==> src/rtl/mesm6_mem_pkg.sv <==
// Shared types and constants for the MESM-6 memory responder.
package mesm6_mem_pkg;

    // Width of the per-access wait-state counter (WAIT_STATES is 0..15)
    localparam int WAIT_CNT_BITS = 4;

    // Bit positions inside a port mask
    localparam int PORT_DBUS = 0;
    localparam int PORT_IBUS = 1;

    typedef enum logic [2:0] {
        IDLE     = 3'd0,
        ISSUE    = 3'd1,
        WAIT     = 3'd2,
        COMPLETE = 3'd3,
        GUARD    = 3'd4
    } state_e;

    // Bit 0 = dbus, bit 1 = ibus
    typedef logic [1:0] port_mask_t;

endpackage

==> src/rtl/mesm6_mem_ctrl.sv <==
// Memory responder serving the MESM-6 ibus and dbus from one single-port RAM.
// Requests latched together form a batch; the batch finishes with all done
// flags raised in one cycle, followed by a guard cycle that ignores requests.
import mesm6_mem_pkg::*;

module mesm6_mem_ctrl #(
    parameter int AW          = 15,
    parameter int DW          = 48,
    parameter int WAIT_STATES = 0
) (
    input  logic          clk,
    input  logic          reset,
    input  logic          ibus_fetch,
    input  logic [AW-1:0] ibus_addr,
    output logic [DW-1:0] ibus_input,
    output logic          ibus_done,
    input  logic          dbus_read,
    input  logic          dbus_write,
    input  logic [AW-1:0] dbus_addr,
    input  logic [DW-1:0] dbus_output,
    output logic [DW-1:0] dbus_input,
    output logic          dbus_done,
    output logic          ram_en,
    output logic          ram_we,
    output logic [AW-1:0] ram_addr,
    output logic [DW-1:0] ram_wdata,
    input  logic [DW-1:0] ram_rdata,
    output logic          bus_error
);

    localparam logic [WAIT_CNT_BITS-1:0] WAIT_LOAD = WAIT_CNT_BITS'(WAIT_STATES);

    state_e                   state_q, state_d;
    port_mask_t               pend_q, pend_d;
    port_mask_t               latch_q, latch_d;
    port_mask_t               served_mask;
    logic [AW-1:0]            iaddr_q, iaddr_d;
    logic [AW-1:0]            daddr_q, daddr_d;
    logic [DW-1:0]            wdata_q, wdata_d;
    logic                     is_write_q, is_write_d;
    logic                     rw_clash_q, rw_clash_d;
    logic                     serve_dbus_q, serve_dbus_d;
    logic [WAIT_CNT_BITS-1:0] cnt_q, cnt_d;
    logic [DW-1:0]            ibus_input_q, ibus_input_d;
    logic [DW-1:0]            dbus_input_q, dbus_input_d;

    // State register and datapath flops; synchronous reset aborts any batch
    always_ff @(posedge clk) begin
        if (reset) begin
            state_q      <= IDLE;
            pend_q       <= '0;
            latch_q      <= '0;
            iaddr_q      <= '0;
            daddr_q      <= '0;
            wdata_q      <= '0;
            is_write_q   <= 1'b0;
            rw_clash_q   <= 1'b0;
            serve_dbus_q <= 1'b0;
            cnt_q        <= '0;
            ibus_input_q <= '0;
            dbus_input_q <= '0;
        end else begin
            state_q      <= state_d;
            pend_q       <= pend_d;
            latch_q      <= latch_d;
            iaddr_q      <= iaddr_d;
            daddr_q      <= daddr_d;
            wdata_q      <= wdata_d;
            is_write_q   <= is_write_d;
            rw_clash_q   <= rw_clash_d;
            serve_dbus_q <= serve_dbus_d;
            cnt_q        <= cnt_d;
            ibus_input_q <= ibus_input_d;
            dbus_input_q <= dbus_input_d;
        end
    end

    // Next state plus batch latching, port selection, wait counting and read capture
    always_comb begin
        state_d      = state_q;
        pend_d       = pend_q;
        latch_d      = latch_q;
        iaddr_d      = iaddr_q;
        daddr_d      = daddr_q;
        wdata_d      = wdata_q;
        is_write_d   = is_write_q;
        rw_clash_d   = rw_clash_q;
        serve_dbus_d = serve_dbus_q;
        cnt_d        = cnt_q;
        ibus_input_d = ibus_input_q;
        dbus_input_d = dbus_input_q;
        served_mask  = '0;
        case (state_q)
            IDLE: begin
                pend_d     = {ibus_fetch, dbus_read | dbus_write};
                latch_d    = {ibus_fetch, dbus_read | dbus_write};
                iaddr_d    = ibus_addr;
                daddr_d    = dbus_addr;
                wdata_d    = dbus_output;
                is_write_d = dbus_write;
                rw_clash_d = dbus_read & dbus_write;
                if (ibus_fetch || dbus_read || dbus_write) begin
                    state_d = ISSUE;
                end
            end
            ISSUE: begin
                serve_dbus_d = pend_q[PORT_DBUS];
                cnt_d        = WAIT_LOAD;
                state_d      = WAIT;
            end
            WAIT: begin
                if (cnt_q == '0) begin
                    served_mask[PORT_DBUS] = serve_dbus_q;
                    served_mask[PORT_IBUS] = !serve_dbus_q;
                    pend_d = pend_q & ~served_mask;
                    if (serve_dbus_q) begin
                        if (!is_write_q) begin
                            dbus_input_d = ram_rdata;
                        end
                    end else begin
                        ibus_input_d = ram_rdata;
                    end
                    state_d = (|(pend_q & ~served_mask)) ? ISSUE : COMPLETE;
                end else begin
                    cnt_d = cnt_q - 1'b1;
                end
            end
            COMPLETE: begin
                state_d = GUARD;
            end
            GUARD: begin
                latch_d = '0;
                state_d = IDLE;
            end
            default: begin
                state_d = IDLE;
            end
        endcase
    end

    // Outputs: RAM strobe only in ISSUE, done flags of the whole batch in COMPLETE
    always_comb begin
        ram_en    = 1'b0;
        ram_we    = 1'b0;
        ram_addr  = '0;
        ram_wdata = '0;
        bus_error = 1'b0;
        if (state_q == ISSUE) begin
            ram_en = 1'b1;
            if (pend_q[PORT_DBUS]) begin
                ram_addr  = daddr_q;
                ram_we    = is_write_q;
                bus_error = rw_clash_q;
                if (is_write_q) begin
                    ram_wdata = wdata_q;
                end
            end else begin
                ram_addr = iaddr_q;
            end
        end
        ibus_done = (state_q == COMPLETE) && latch_q[PORT_IBUS];
        dbus_done = (state_q == COMPLETE) && latch_q[PORT_DBUS];
    end

    assign ibus_input = ibus_input_q;
    assign dbus_input = dbus_input_q;

endmodule

==> config.mk <==
export PLATFORM = sky130hd
export DESIGN_NAME = mesm6_mem_ctrl
export DESIGN_NICKNAME = d
export VERILOG_FILES = /design/src/rtl/mesm6_mem_pkg.sv /design/src/rtl/mesm6_mem_ctrl.sv
export SDC_FILE = /design/constraint.sdc
export NUM_CORES = 1
export LEC_CHECK = 0
export BUFFER_PORTS_ARGS = -buffer_cell sky130_fd_sc_hd__buf_2
export CAP_MARGIN = 20
export CORE_UTILIZATION = 35
export CTS_CLUSTER_DIAMETER = 50
export DETAILED_ROUTE_END_ITERATION = 10
export SYNTH_ARGS = -nofsm -noshare
export SYNTH_HDL_FRONTEND = slang
export SYNTH_SLANG_ARGS = --single-unit
==> constraint.sdc <==
create_clock -name clk -period 2.65 [get_ports clk]
set_input_delay 0.53 -clock clk [delete_from_list [all_inputs] [get_ports clk]]
set_output_delay 0.53 -clock clk [all_outputs]
set_load 0.01 [all_outputs]
# == Word level (Yosys, flattened, before mapping) ==
# Index checks and enable logic that the tools add are counted.
# Widths: inputs -> output; s select.
# word_totals
ff_bits,188
input_bits,131
out_inout_bits,164
wordCells,61
# classes
addsub,1
mux,19
n_reduce_logical,16
bitwise_logic,6
n_eq_ne,7
# ops
operator,count
$mux 48,3
$mux 15,2
$pmux 3 s4,1
$pmux 2 s2,2
$pmux 4 s2,1
$eq 3x2->1 const B,2
$mux 3,2
$ne 2x2->1 const B,3
$reduce_and 2->1,3
$reduce_bool 2->1,3
$mux 1,5
$logic_not 4->1,1
$mux 2,2
$mux 4,1
$reduce_and 4->1,1
$sub 4x1->4 const B,1
$eq 3x1->1 const B,1
$eq 3x3->1 const B,1
$logic_not 3->1,1
$reduce_and 3->1,1
$and 2x2->2,1
$logic_and 1x1->1,2
$logic_or 1x1->1,2
$not 1->1,2
5 further kinds,5

# == Depth between registers and ports, before layout ==
# depth
ltp_word,7
ltp_mapped,9

# == Worst setup path after synthesis ==
# Ideal clock, no wire load.
# synth_path
path_kind,register to output
start,reg state_q[0]
end,out ram_wdata[28]
stages_incl_launch_ff,8
arrival_time_ps,1801
path_slack_ps,319
n_path_buf,3
required_ps,2120
cell_sequence,dfxtp_1 > or3b_1 > buf_2 > inv_1 > and3_1 > clkbuf_1 > clkbuf_1 > and2_1
# synth_between
elab_chain_len,2
# synth_lines
element,line_no,source
"start, declared",mesm6_mem_ctrl.sv:33,"state_e state_q, state_d;"
"start signal, assigned",mesm6_mem_ctrl.sv:63,state_q <= state_d;
$eq 3x1->1,mesm6_mem_ctrl.sv:148,if (state_q == ISSUE) begin
$mux 48,mesm6_mem_ctrl.sv:148,
"end, declared",mesm6_mem_ctrl.sv:26,"output logic [DW-1:0] ram_wdata,"
# Every way passes these cells.

# == Worst setup path in the final report ==
# layout_path
start,reg state_q[2]
end,out ram_wdata[4]
# Same word-level chain as after synthesis.

==> results.md <==
* Core area at 0.0210 mm²
* Yosys cell types at 38
* Critical path peak fanout at 25
* Syn_nets at between 1000 and 1500
* Largest family of logic cells by synthesized area: simple AND/OR/NAND/NOR gates
* First-pass detailed-route iteration total at 5
* GRT met3 Usage at 0.0475
* Synth async-reset ratio at 0
* Setup Buffers After CTS at 0
* Synth-to-layout area growth at 31.8%
* Post-DP Area at a little over 0.009 mm²
* Routed Antenna Nets at 0
* Arr. time, crit path at roughly 2.0 ns
* Ant diodes at 0
* Final period util at 0.957
* Total CTS buffers at 17
* Critical Path Max Stage Delay at 0.43 ns
* Nets at around 1300
* Gpl congestion at 0.772
* Yosys warns at 0
* Setup crit start kind: register
* Top-Level Pins at around 300
* Met2 usage at 0.291
* CTS H-tree lvls at 4
* Design Area, Final at slightly below 0.01 mm²
* Net Switching at between 1.5 and 2 mW
* Placed Cells at around 1400
* Reg2reg end: dbus_input[5]
* Core Util, Final at 0.469
* Clock Skews at 0.00953 ns
* Die height at ~150 µm
* I/O Buffers at between 200 and 300
* Max Slew Vio Count at 0
* Register area share after synthesis at 0.505
* Register-to-Register Path Depth at 6
* Worst Path Buf+Inv at 3
* Avg Synthesized Cell Area at 8.54 µm²
* Initial Util at 0.356
* Seq pwr share at 0.484
* Largest net degree at the start of global routing at about 90
* Detailed-route wire length per cell at 13.6 µm
* Post-CTS Hold Buffers at 0
* Worst Path Required at ~2.1 ns
* Area occupied by multi-input gates at 0.00339 mm²
* Crit Path Class: register to output pin
* Syn Std Cell Area at approximately 0.0075 mm²
* Synth Flop Type: dfxtp_1
* Post-Synth XOR/XNOR Area at 0
* RSZ-0062 raised after global routing: false
* Non-Filler Instances at approximately 1400
* Worst-margin pin slew at approximately 0.59 ns
* Hold wc startpoint: dbus_output[7]
* Rows at 53
* First-pass GRT wire length at 30500 µm
* Clock share of power at 0.385
* HP Class: input port to register
* Total global routing overflow at 0
* Fillers at 2083
* Vias/cell at between 4 and 5
* GRT Max-Usage Layer: met2
* Met1 usage at 0.217
* Pwr Density at roughly 650 mW/mm²
* Comb power frac at 0.131
* Routed wire length at about 19000 µm
* Worst skew pair latency at 0.42 ns
* Synth Area in Compound Gates at 0.0688
* Vias in the first global route at 6131
* Family with the most delay on the worst path: simple AND/OR/NAND/NOR gates
* EDFF count, synth at 0
* Post-Syn Instances at just under 900
* CTS clk-pin slew, worst paths at 0.08 ns
* Max Freq at 394 MHz
* Die area at ~0.022 mm²
* Int Pwr at about 4.6 mW
* CP max-delay cell: or3b_1
* Synth Area in Simple Gates at 0.229
* Synthesized-area fraction occupied by adder cells at 0.00336
* Status: completed
* Hold path cells at 3
* #FFs+latches synth at between 150 and 200
* Hold path endpoint: wdata_q[7]
* Rel. slew slack at 0.607
* CTS tree: built
* Share of layout cells above drive strength 1 at 0.308
* # resized after CTS at 0
* Detailed-route DRC error count at 0
* Crit-path cells: or3b_1 > inv_2 > and3_2 > buf_8 > and2_1 > buf_2
* GRT Total Usage at 0.174
* Minimum clock period at around 2.5 ns
* Root Driver: clkbuf_16
* R2R Path Start: cnt_q[0]
* Worst setup EP type: output pin
* Setup Viol. Count Final at 0
* Worst vdd ir at 0.000405 V
* Initial antenna violation count at 0
* Register area at approximately 0.0038 mm²
* Reg2reg setup slack at about 0.42 ns
* # clock sinks at roughly 190
* Dpl hpwl at approximately 13000 µm
* Clock Path Buffers at 2
* Leak pwr at between 4 and 5 nW
* Max Cap Viol at 0
* Via Count at ~6500
* Sw Share at 0.277
* Critical path startpoint: state_q[2]
* Die Width at 148 µm
* Total Power at about 6.4 mW
* Iter 0 DRT Violations at 241
* Final hold vios at 0
* Mux contribution to synthesized area at 0.152
* Post-route setup TNS at 0 ns
* Stages on worst setup path at 6
tightest hold or removal path, cell delays in order:
cell     delay, ns
buf_2         0.10
nand2_1       0.04
a21oi_1       0.05
per-stage QoR:
step                      setup slack (ns)  hold slack [ns]
after floorplan                      0.319            0.428
after global placement               0.436            0.440
after detailed placement             0.419            0.443
after CTS                          -0.0315            0.314
after global routing               0.00234            0.323
final                                0.114            0.338
metal layers:
metal  part of all wire  wire length, µm  vias up
met5                  0                0        -
met2               0.46             9000      197
met3              0.069             1350       12
met4             0.0099              192        0
met1               0.46             8840     2888
li1                   -                -     3361
cell type report:
class | count | share of cell area
Clock buffer | 19 | 0.0451
Tap cell | 275 | 0.0350
Inverter | 6 | 0.00255
Timing Repair Buffer | 313 | 0.177
Multi-Input combinational cell | 612 | 0.345
Sequential cell | 188 | 0.383
Clock inverter | 13 | 0.0122
state kept, by name, indices dropped and copies added (netlist names):
name and cells:
ibus_input 48, iaddr_q 15, serve_dbus_q 1, rw_clash_q 1
is_write_q 1, daddr_q 15, latch_q 2, state_q 3
pend_q 2, cnt_q 4, dbus_input 48, wdata_q 48
power by group through the flow:
stage                     clock network, mW  logic, mW  registers [mW]
after detailed placement                  0      0.845            3.15
after CTS                              2.54      0.848            3.09
after global placement                    0      0.834            3.15
final                                  2.46      0.835            3.09
after global routing                   2.66      0.934            3.11
after floorplan                           0      0.499            3.15
worst max path at each step:
stage	to	slack (ns)
2_1_floorplan	ram_wdata[28]	0.32
3_3_place_gp	dbus_input[18]	0.44
3_5_place_dp	dbus_input[5]	0.42
4_1_cts	ram_wdata[12]	-0.03
5_1_grt	ram_wdata[5]	0.002
6_report	ram_wdata[4]	0.11
kinds of logic after synthesis:
logic type,count (synthesis)
buffers and inverters,73
multiplexers,113
AO/OA/AOI/OAI,98
AND/OR/NAND/NOR,399
flip-flops,188
adder cells (fa/ha/maj),2
cells in the final DEF, fill, tap and decap left out, drive strengths merged, types with 2 or more instances in the layout:
master	count
a21oi	85
a31oi	2
and2	48
and3	2
and4b	2
buf	313
clkbuf	19
clkinv	6
dfxtp	188
ha	2
inv	13
mux2i	112
nand2	310
nand3	2
nor2	17
nor3	4
o211ai	2
o21ai	5
or3	2
or3b	3
cell usage after synthesis (2+ instances only):
library cell / count / area share
nand2_1: 310 / 0.16
dfxtp_1: 188 / 0.50
mux2i_1: 112 / 0.15
a21oi_1: 85 / 0.057
clkbuf_1: 53 / 0.027
and2_1: 48 / 0.040
nor2_1: 17 / 0.0086
buf_2: 6 / 0.0040
inv_1: 6 / 0.0030
o21ai_0: 5 / 0.0034
buf_6: 4 / 0.0060
nor3_1: 3 / 0.0020
a31oi_1: 2 / 0.0017
and3_1: 2 / 0.0017
and4b_1: 2 / 0.0027
buf_1: 2 / 0.0010
buf_4: 2 / 0.0020
ha_1: 2 / 0.0034
nand3_1: 2 / 0.0013
o211ai_1: 2 / 0.0020
or3_1: 2 / 0.0017
or3b_1: 2 / 0.0023
Note: power is estimated with default switching activity, not from simulation.
